--- config.mk ---
export PLATFORM = sky130hd
export DESIGN_NAME = div_iter
export DESIGN_NICKNAME = d
export VERILOG_FILES = /design/src/rtl/div_pkg.sv /design/src/rtl/div_clz.sv /design/src/rtl/div_iter.sv
export SDC_FILE = /design/constraint.sdc
export NUM_CORES = 1
export LEC_CHECK = 0
export CAP_MARGIN = 5
export CELL_PAD_IN_SITES_DETAIL_PLACEMENT = 1
export CELL_PAD_IN_SITES_GLOBAL_PLACEMENT = 2
export CORE_MARGIN = 2
export CORE_UTILIZATION = 40
export CTS_CLUSTER_SIZE = 16
export DETAILED_ROUTE_END_ITERATION = 10
export DONT_BUFFER_PORTS = 1
export PLACE_DENSITY_LB_ADDON = 0.1
export SLEW_MARGIN = 40
export SYNTH_ARGS = -nofsm -noshare
export SYNTH_HDL_FRONTEND = slang
export SYNTH_SLANG_ARGS = --single-unit
--- constraint.sdc ---
create_clock -name clk -period 4.99 [get_ports clk]
set_input_delay 0.7485 -clock clk [delete_from_list [all_inputs] [get_ports clk]]
set_output_delay 0.7485 -clock clk [all_outputs]
set_load 0.01 [all_outputs]
--- src/rtl/div_pkg.sv ---
// Shared definitions for the iterative divider: FSM state encoding and the
// constants used to build the divide-by-zero result.
package div_pkg;

    typedef enum logic [1:0] {
        S_IDLE = 2'd0,
        S_CALC = 2'd1,
        S_FIX  = 2'd2,
        S_DONE = 2'd3
    } div_state_t;

    // On divide by zero the quotient is filled with this bit and the flag is raised.
    localparam logic DBZ_QUO_BIT = 1'b1;
    localparam logic DBZ_FLAG    = 1'b1;

endpackage

--- src/rtl/div_clz.sv ---
// Parametrised leading-zero counter; returns WIDTH for an all-zero input.
module div_clz #(
    parameter int WIDTH = 32
) (
    input  logic [WIDTH-1:0]             i_val,
    output logic [$clog2(WIDTH+1)-1:0]   o_lz
);

    localparam int CNT_W = $clog2(WIDTH+1);

    // Ascending scan: the highest set bit is the last one to write o_lz.
    always_comb begin
        o_lz = CNT_W'(WIDTH);
        for (int i = 0; i < WIDTH; i++) begin
            if (i_val[i]) begin
                o_lz = CNT_W'(WIDTH - 1 - i);
            end
        end
    end

endmodule

--- src/rtl/div_iter.sv ---
// Iterative restoring radix-2 divider, signed or unsigned, with cancel.
// Optional macro DIV_EARLY_OUT_EN skips the dividend's leading zeros.
module div_iter
    import div_pkg::*;
#(
    parameter int WIDTH = 32
) (
    input  logic             clk,
    input  logic             rst,
    input  logic             start_i,
    input  logic             cancel_i,
    input  logic             signed_i,
    input  logic [WIDTH-1:0] op_a_i,
    input  logic [WIDTH-1:0] op_b_i,
    output logic             ready_o,
    output logic             done_o,
    output logic [WIDTH-1:0] quo_o,
    output logic [WIDTH-1:0] rem_o,
    output logic             dbz_o,
    output div_state_t       dbg_state_o
);

    localparam int CNT_W = $clog2(WIDTH+1);
    localparam int PW    = 2*WIDTH + 1;

    // Handshake: an operation is accepted on a rising edge where start_i=1,
    // cancel_i=0 and ready_o=1; results are valid for the single cycle done_o=1
    // and quo_o/rem_o then hold until the next accept.

    div_state_t       r_state;
    logic [CNT_W-1:0] r_cnt;
    logic [PW-1:0]    r_p;
    logic [WIDTH-1:0] r_b;
    logic             r_a_neg;
    logic             r_b_neg;
    logic             r_signed;

    logic             w_a_neg;
    logic             w_b_neg;
    logic [WIDTH-1:0] w_a_mag;
    logic [WIDTH-1:0] w_b_mag;
    logic [WIDTH-1:0] w_a_init;
    logic [CNT_W-1:0] w_steps;
    logic [PW-1:0]    w_shift;
    logic [PW-1:0]    w_step;
    logic [WIDTH:0]   w_hi;
    logic [WIDTH:0]   w_diff;
    logic [WIDTH-1:0] w_q;
    logic [WIDTH-1:0] w_r;

    assign w_a_neg = signed_i & op_a_i[WIDTH-1];
    assign w_b_neg = signed_i & op_b_i[WIDTH-1];
    assign w_a_mag = w_a_neg ? -op_a_i : op_a_i;
    assign w_b_mag = w_b_neg ? -op_b_i : op_b_i;

`ifdef DIV_EARLY_OUT_EN
    logic [CNT_W-1:0] w_lz;

    div_clz #(.WIDTH(WIDTH)) u_clz (
        .i_val (w_a_mag),
        .o_lz  (w_lz)
    );

    // Pre-shifting drops leading zeros, so only the significant bits need a step.
    assign w_a_init = w_a_mag << w_lz;
    assign w_steps  = CNT_W'(WIDTH) - w_lz;
`else
    assign w_a_init = w_a_mag;
    assign w_steps  = CNT_W'(WIDTH);
`endif

    // One restoring step: shift left, subtract the divisor from the upper half if it fits.
    assign w_shift = r_p << 1;
    assign w_hi    = w_shift[PW-1:WIDTH];
    assign w_diff  = w_hi - {1'b0, r_b};
    assign w_step  = (w_hi >= {1'b0, r_b}) ? {w_diff, w_shift[WIDTH-1:1], 1'b1} : w_shift;

    assign w_q = r_p[WIDTH-1:0];
    assign w_r = r_p[2*WIDTH-1:WIDTH];

    assign ready_o     = (r_state == S_IDLE);
    assign dbg_state_o = r_state;

    always_ff @(posedge clk) begin
        if (rst) begin
            r_state  <= S_IDLE;
            r_cnt    <= '0;
            r_p      <= '0;
            r_b      <= '0;
            r_a_neg  <= 1'b0;
            r_b_neg  <= 1'b0;
            r_signed <= 1'b0;
            done_o   <= 1'b0;
            quo_o    <= '0;
            rem_o    <= '0;
            dbz_o    <= 1'b0;
        end else begin
            done_o <= 1'b0;
            case (r_state)
                S_IDLE: begin
                    if (start_i && !cancel_i) begin
                        r_b      <= w_b_mag;
                        r_a_neg  <= w_a_neg;
                        r_b_neg  <= w_b_neg;
                        r_signed <= signed_i;
                        r_p      <= {{(WIDTH+1){1'b0}}, w_a_init};
                        r_cnt    <= w_steps;
                        if (op_b_i == '0) begin
                            quo_o   <= {WIDTH{DBZ_QUO_BIT}};
                            rem_o   <= op_a_i;
                            dbz_o   <= DBZ_FLAG;
                            done_o  <= 1'b1;
                            r_cnt   <= '0;
                            r_state <= S_DONE;
                        end else if (w_steps == '0) begin
                            r_state <= S_FIX;
                        end else begin
                            r_state <= S_CALC;
                        end
                    end
                end
                S_CALC: begin
                    if (cancel_i) begin
                        r_cnt   <= '0;
                        r_state <= S_IDLE;
                    end else begin
                        r_p   <= w_step;
                        r_cnt <= r_cnt - CNT_W'(1);
                        if (r_cnt == CNT_W'(1)) begin
                            r_state <= S_FIX;
                        end
                    end
                end
                S_FIX: begin
                    if (cancel_i) begin
                        r_state <= S_IDLE;
                    end else begin
                        // MIN / -1 needs no special case: negating 2^(W-1) wraps back to MIN.
                        quo_o   <= (r_signed && (r_a_neg ^ r_b_neg)) ? -w_q : w_q;
                        rem_o   <= (r_signed && r_a_neg) ? -w_r : w_r;
                        dbz_o   <= 1'b0;
                        done_o  <= 1'b1;
                        r_state <= S_DONE;
                    end
                end
                S_DONE: begin
                    r_state <= S_IDLE;
                end
                default: begin
                    r_state <= S_IDLE;
                end
            endcase
        end
    end

endmodule
Word level (Yosys, flattened, before mapping):

Cells that the tools add are included.
W data, S select, Z words.

* bits of input ports: 69
* memories kept: 0
* bits in writable memories: 0
* bits in read-only memories: 0
* bits in latches: 0
* flip-flop bits (word level): 173
* logic and storage cells: 77
* output and inout bits: 69

* eq/ne operators: 9
* divide/modulo/power cells: 0
* muxes and demuxes: 34
* add/sub/neg operators: 6
* bitwise logic cells: 3
* shift operators: 0
* $lt $le $gt $ge: 1
* reduce and logical (&&, ||, !) cells: 13
* $mul: 0

Operators by type and width (number)
* $mux W32: 10
* $mux W64: 3
* $neg A32 Y32: 4
* $pmux W32 S2: 2
* $pmux W64 S2: 1
* $ge A33 B32 Y1: 1
* $logic_not A32 Y1: 1
* $sub A32 B32 Y32: 1
* $mux W6: 3
* $pmux W6 S2: 1
* $mux W2: 5
* $pmux W2 S4: 1
* $eq A6 B1 Y1 const B: 1
* $mux W1: 6
* $reduce_and A2 Y1: 3
* $sub A6 B1 Y6 const B: 1
* $eq A2 B2 Y1 const B: 2
* $ne A2 B1 Y1 const B: 2
* $ne A2 B2 Y1 const B: 2
* $pmux W1 S2: 2
* $reduce_and A4 Y1: 1
* $reduce_bool A2 Y1: 2
* $logic_and A1 B1 Y1: 3
* $ne A3 B3 Y1 const B: 1
* other kinds (6): 7

Longest topological paths before layout:

* depth after elaboration: 5
* mapped depth: 15
* mapped depth without buffers: 14

Worst setup path after synthesis:

Ideal clock, no wire load.

* kind: input to register
* start: in op_b_i[17]
* end: reg rem_o[0]
* cell stages on the path: 12
* arrival: 3.004 ns
* buffers on the path: 3
* setup slack: 1.854 ns
* data required time: 4.858 ns
* path through: or4_4 nor4_4 nand2b_2 nor2_4 nand2_2 or4_4 buf_6 and2_4 buf_6 buf_6 a211oi_2 nor3_1

* word-level cells in the longest chain between the ends: 3

RTL lines
* start, declared: RTL line div_iter.sv:14 `input logic [WIDTH-1:0] op_b_i,`
* $logic_not A32 Y1: RTL line div_iter.sv:108 `if (op_b_i == '0) begin`
* $ne A2 B1 Y1 (no source line)
* $reduce_and A4 Y1 (no source line)
* end signal, assigned: RTL line div_iter.sv:110 `rem_o <= op_a_i;`
* end signal, assigned: RTL line div_iter.sv:140 `rem_o <= (r_signed && r_a_neg) ? -w_r : w_r;`
* end, declared: RTL line div_iter.sv:18 `output logic [WIDTH-1:0] rem_o,`

Every way passes these cells.
A chain may end at the register's enable or synchronous reset.

Final worst setup path:

* start: reg r_p[0]
* end: reg quo_o[28]

* word-level cells in the longest chain between the ends: 4

RTL lines
* start, declared: RTL line div_iter.sv:32 `logic [PW-1:0] r_p;`
* start signal, assigned: RTL line div_iter.sv:106 `r_p <= {{(WIDTH+1){1'b0}}, w_a_init};`
* start signal, assigned: RTL line div_iter.sv:127 `r_p <= w_step;`
* $neg A32 Y32: RTL line div_iter.sv:139 `quo_o <= (r_signed && (r_a_neg ^ r_b_neg)) ? -w_q : w_q;`
* $mux W32: RTL line div_iter.sv:139
* $mux W32: RTL line div_iter.sv:135 `if (cancel_i) begin`
* $pmux W32 S2: RTL line div_iter.sv:99 `case (r_state)`
* end signal, assigned: RTL line div_iter.sv:109 `quo_o <= {WIDTH{DBZ_QUO_BIT}};`
* end signal, assigned: RTL line div_iter.sv:139
* end, declared: RTL line div_iter.sv:17 `output logic [WIDTH-1:0] quo_o,`

Every way passes these cells. The select of a mux whose other input is x is not followed.

==> impl_metrics.yaml <==
run_status:
  status: "finished, final reports clean"
routing:
  vias: 10180
  dr.max_layer_used: "met4"
  wirelength_mm: 37.3
  antenna_left: 0
  drt_first_pass_iters: 4
  drt_iter0_drc: 437
  wl_per_cell_um: 20.7
  wl_met3_mm: 1.56
  remaining_drc_errors: 0
  via_per_inst: 5.67
  m1WireLength_mm: 16.4
  dr_wl_met2_mm: 18.7
power:
  leakage_nw: 4.29
  p_sw_w: 0.00100
  internal_power_w: 0.00244
  peakVddDrop_uv: 257
  combPwrFrac_pct: 15.3
  netSwitchingFraction_pct: 29.1
  powerDensity_nw_per_um2: 287
  p_total_w: 0.00344
  power_frac_seq_pct: 42.9
  p_clk_share_pct: 41.9
final_layout:
  insertedDiodeCount: 0
  finalNonFillerCells: 1796
  fillers: 3384
  drive_above_1_share_pct: 5.29
  final_nets: 1513
  area_growth_pct: 7.76
setup_path:
  end_kind: "flop"
  worstPathArrival_ns: 3.89
  reg2reg_from: "r_p[0]"
  reg2reg_slack_ns: 1.47
  cp_data_required_time_ns: 5.36
  worstSetupStartpointType: "flop"
  timing.rr.end: "quo_o[28]"
  reg2regPathDepth: 10
  path_class: "flop to flop"
  worstPathMaxFanout: 4
timing:
  slew_headroom_pct: 44.7
  finClkSkew_ns: 0.0116
  hold_violations: 0
  timing.final.crit_period_ns: 3.52
  fin_tns_setup_ns: 0
  rsz0062_at_grt: "no"
  setup_violations: 0
  max_freq_mhz: 284
  finalCritPeriodShare_pct: 70.5
  maxSlewViolCount: 0
  whs_ns: 0.374
  tightest_slew_ns: 0.827
clock_network:
  cts_buffers: 17
  cts_setup_buffers: 0
  clock_path_buffers: 2
  clkSinkCount: 173
  cts-root-buf: "clkbuf_16"
  cts_max_level: 4
  cts_tree: "done"
  post_cts_resized: 0
  ctsHoldBuffers: 0
  path_clk_slew_ns: 0.07
  clock_latency_ns: 0.45
floorplan:
  initial_core_util_pct: 40.4
  fp.dieH_um: 171
  die_x_um: 171
  die-area_sq_um: 29200
  core_area_sq_um: 27600
  ios: 138
  rows: 61
synthesis:
  syn_area_sq_um: 11100
  synth_edf_count: 0
  syn_nets: 1577
  postSynthCellCount: 1469
  synth_top_area_share_pct: 31.1
  synth_area_leaders: "dfxtp_1 31%, a21oi_1 7.0%, nor2_1 6.8%, xnor2_1 6.2%, xor2_1 4.9%"
  synth_cell_types: 62
  yosysMostFrequentCell: "nor2_1"
  yosysWarnings: 0
  yosys.area.top_type: "dfxtp_1"
  synth_commonest_cells: "202 x nor2_1, 173 x dfxtp_1, 155 x a21oi_1"
  synthArstFlopShare_pct: 0
  synth.avg_cell_area_sq_um: 7.57
  synth_flop_cell: "dfxtp_1"
  ys_seq_area_share_pct: 31.1
  synth-seq-cells: 173
placed_design:
  io_buffer_count: 0
  gp_congestion: 0.818
  dpl.cell_count: 1763
  dp_hpwl_mm: 27.8
grt:
  grt_use_total_pct: 25.8
  first_global_vias: 10229
  antenna_found_initial: 0
  grt-ovfl-total: 0
  grt_max_degree: 146
  grt_first_pass_wirelength_mm: 58.5
hold_path:
  whs_path_depth: 1
  hold_path_end: "rem_o[30]"
  hp-class: "input port to flop"
  hp-start: "rst"
flow_run:
  maxCapViolations: 0
-- cell type report --
type | instances | area [sq um] | area share [%]
sequential | 173 | 3460 | 28.9
multi-input combinational | 1142 | 7100 | 59.2
clock buffer | 18 | 439 | 3.66
inverter | 60 | 225 | 1.88
clock inverter | 14 | 179 | 1.49
timing repair buffer | 11 | 115 | 0.960
tap | 378 | 473 | 3.94
-- critical path: stages (launching register included) --
cell,delay [ns]
dfxtp_1,0.34
inv_1,0.18
ha_1,0.23
nand3b_1,0.16
nor4_1,0.56
nor3b_1,0.64
nand2_1,0.17
nor4_1,0.55
a31oi_1,0.21
xnor2_1,0.18
a211oi_1,0.21
-- metal layers --
metal	vias to the layer above	global-route usage [%]
met5	-	0
met4	0	6.24
met3	25	5.02
met2	156	46.0
met1	4905	31.9
li1	5094	-
-- power groups by stage --
stage / logic (W) / clock network [W] / registers [W]
finish: 0.000525 / 0.00144 / 0.00147
global route: 0.000591 / 0.00153 / 0.00148
CTS: 0.000530 / 0.00147 / 0.00147
detailed placement: 0.000526 / 0 / 0.00151
global placement: 0.000522 / 0 / 0.00150
floorplan: 0.000419 / 0 / 0.00149
-- registers in the layout, indices dropped and copies added, names as in the netlist, 2 cells and up --
| name | flops |
|---|---|
| dbg_state_o | 2 |
| quo_o | 32 |
| r_b | 32 |
| r_cnt | 6 |
| r_p | 64 |
| rem_o | 32 |
-- metrics by stage --
stage | util (%) | setup WS [ns] | area (sq um)
2_1_floorplan | - | 1.85 | 11100
3_3_place_gp | 41.2 | 1.34 | 11300
3_5_place_dp | 41.2 | 1.23 | 11400
4_1_cts | 43.4 | 1.44 | 12000
5_1_grt | 43.5 | 1.08 | 12000
6_report | 43.5 | 1.47 | 12000
-- worst max path at each step --
stage	startpoint	end	slack, ns
final	r_p[0]	quo_o[28]	1.47
after global routing	r_p[2]	quo_o[31]	1.08
after CTS	r_p[2]	quo_o[31]	1.44
after detailed placement	op_b_i[2]	quo_o[8]	1.23
after global placement	op_b_i[2]	quo_o[14]	1.34
after floorplan	op_b_i[17]	rem_o[0]	1.85
-- logic make-up (layout without fill, tap and decap cells) --
kind of cell	Yosys count	after routing	synth area share, %
flip-flops	173	173	31.1
buffers and inverters	154	103	5.49
AND/OR/NAND/NOR	500	500	20.6
multiplexers	4	4	0.371
AO/OA/AOI/OAI	458	458	26.9
XOR/XNOR	141	141	11.1
adder cells (fa/ha/maj)	39	39	4.45
-- cell usage in the layout, fill, tap and decap left out, types with 25 or more instances in the layout --
cell type / instances
a211oi_1: 59
o211ai_1: 31
ha_1: 38
nor3_1: 34
dfxtp_1: 173
nand2_1: 143
a21o_1: 25
xnor2_1: 79
a21oi_1: 155
xor2_1: 62
nor2_1: 200
o21ai_0: 72
a311oi_1: 25
inv_1: 60
Power figures use the tool's default switching activity.
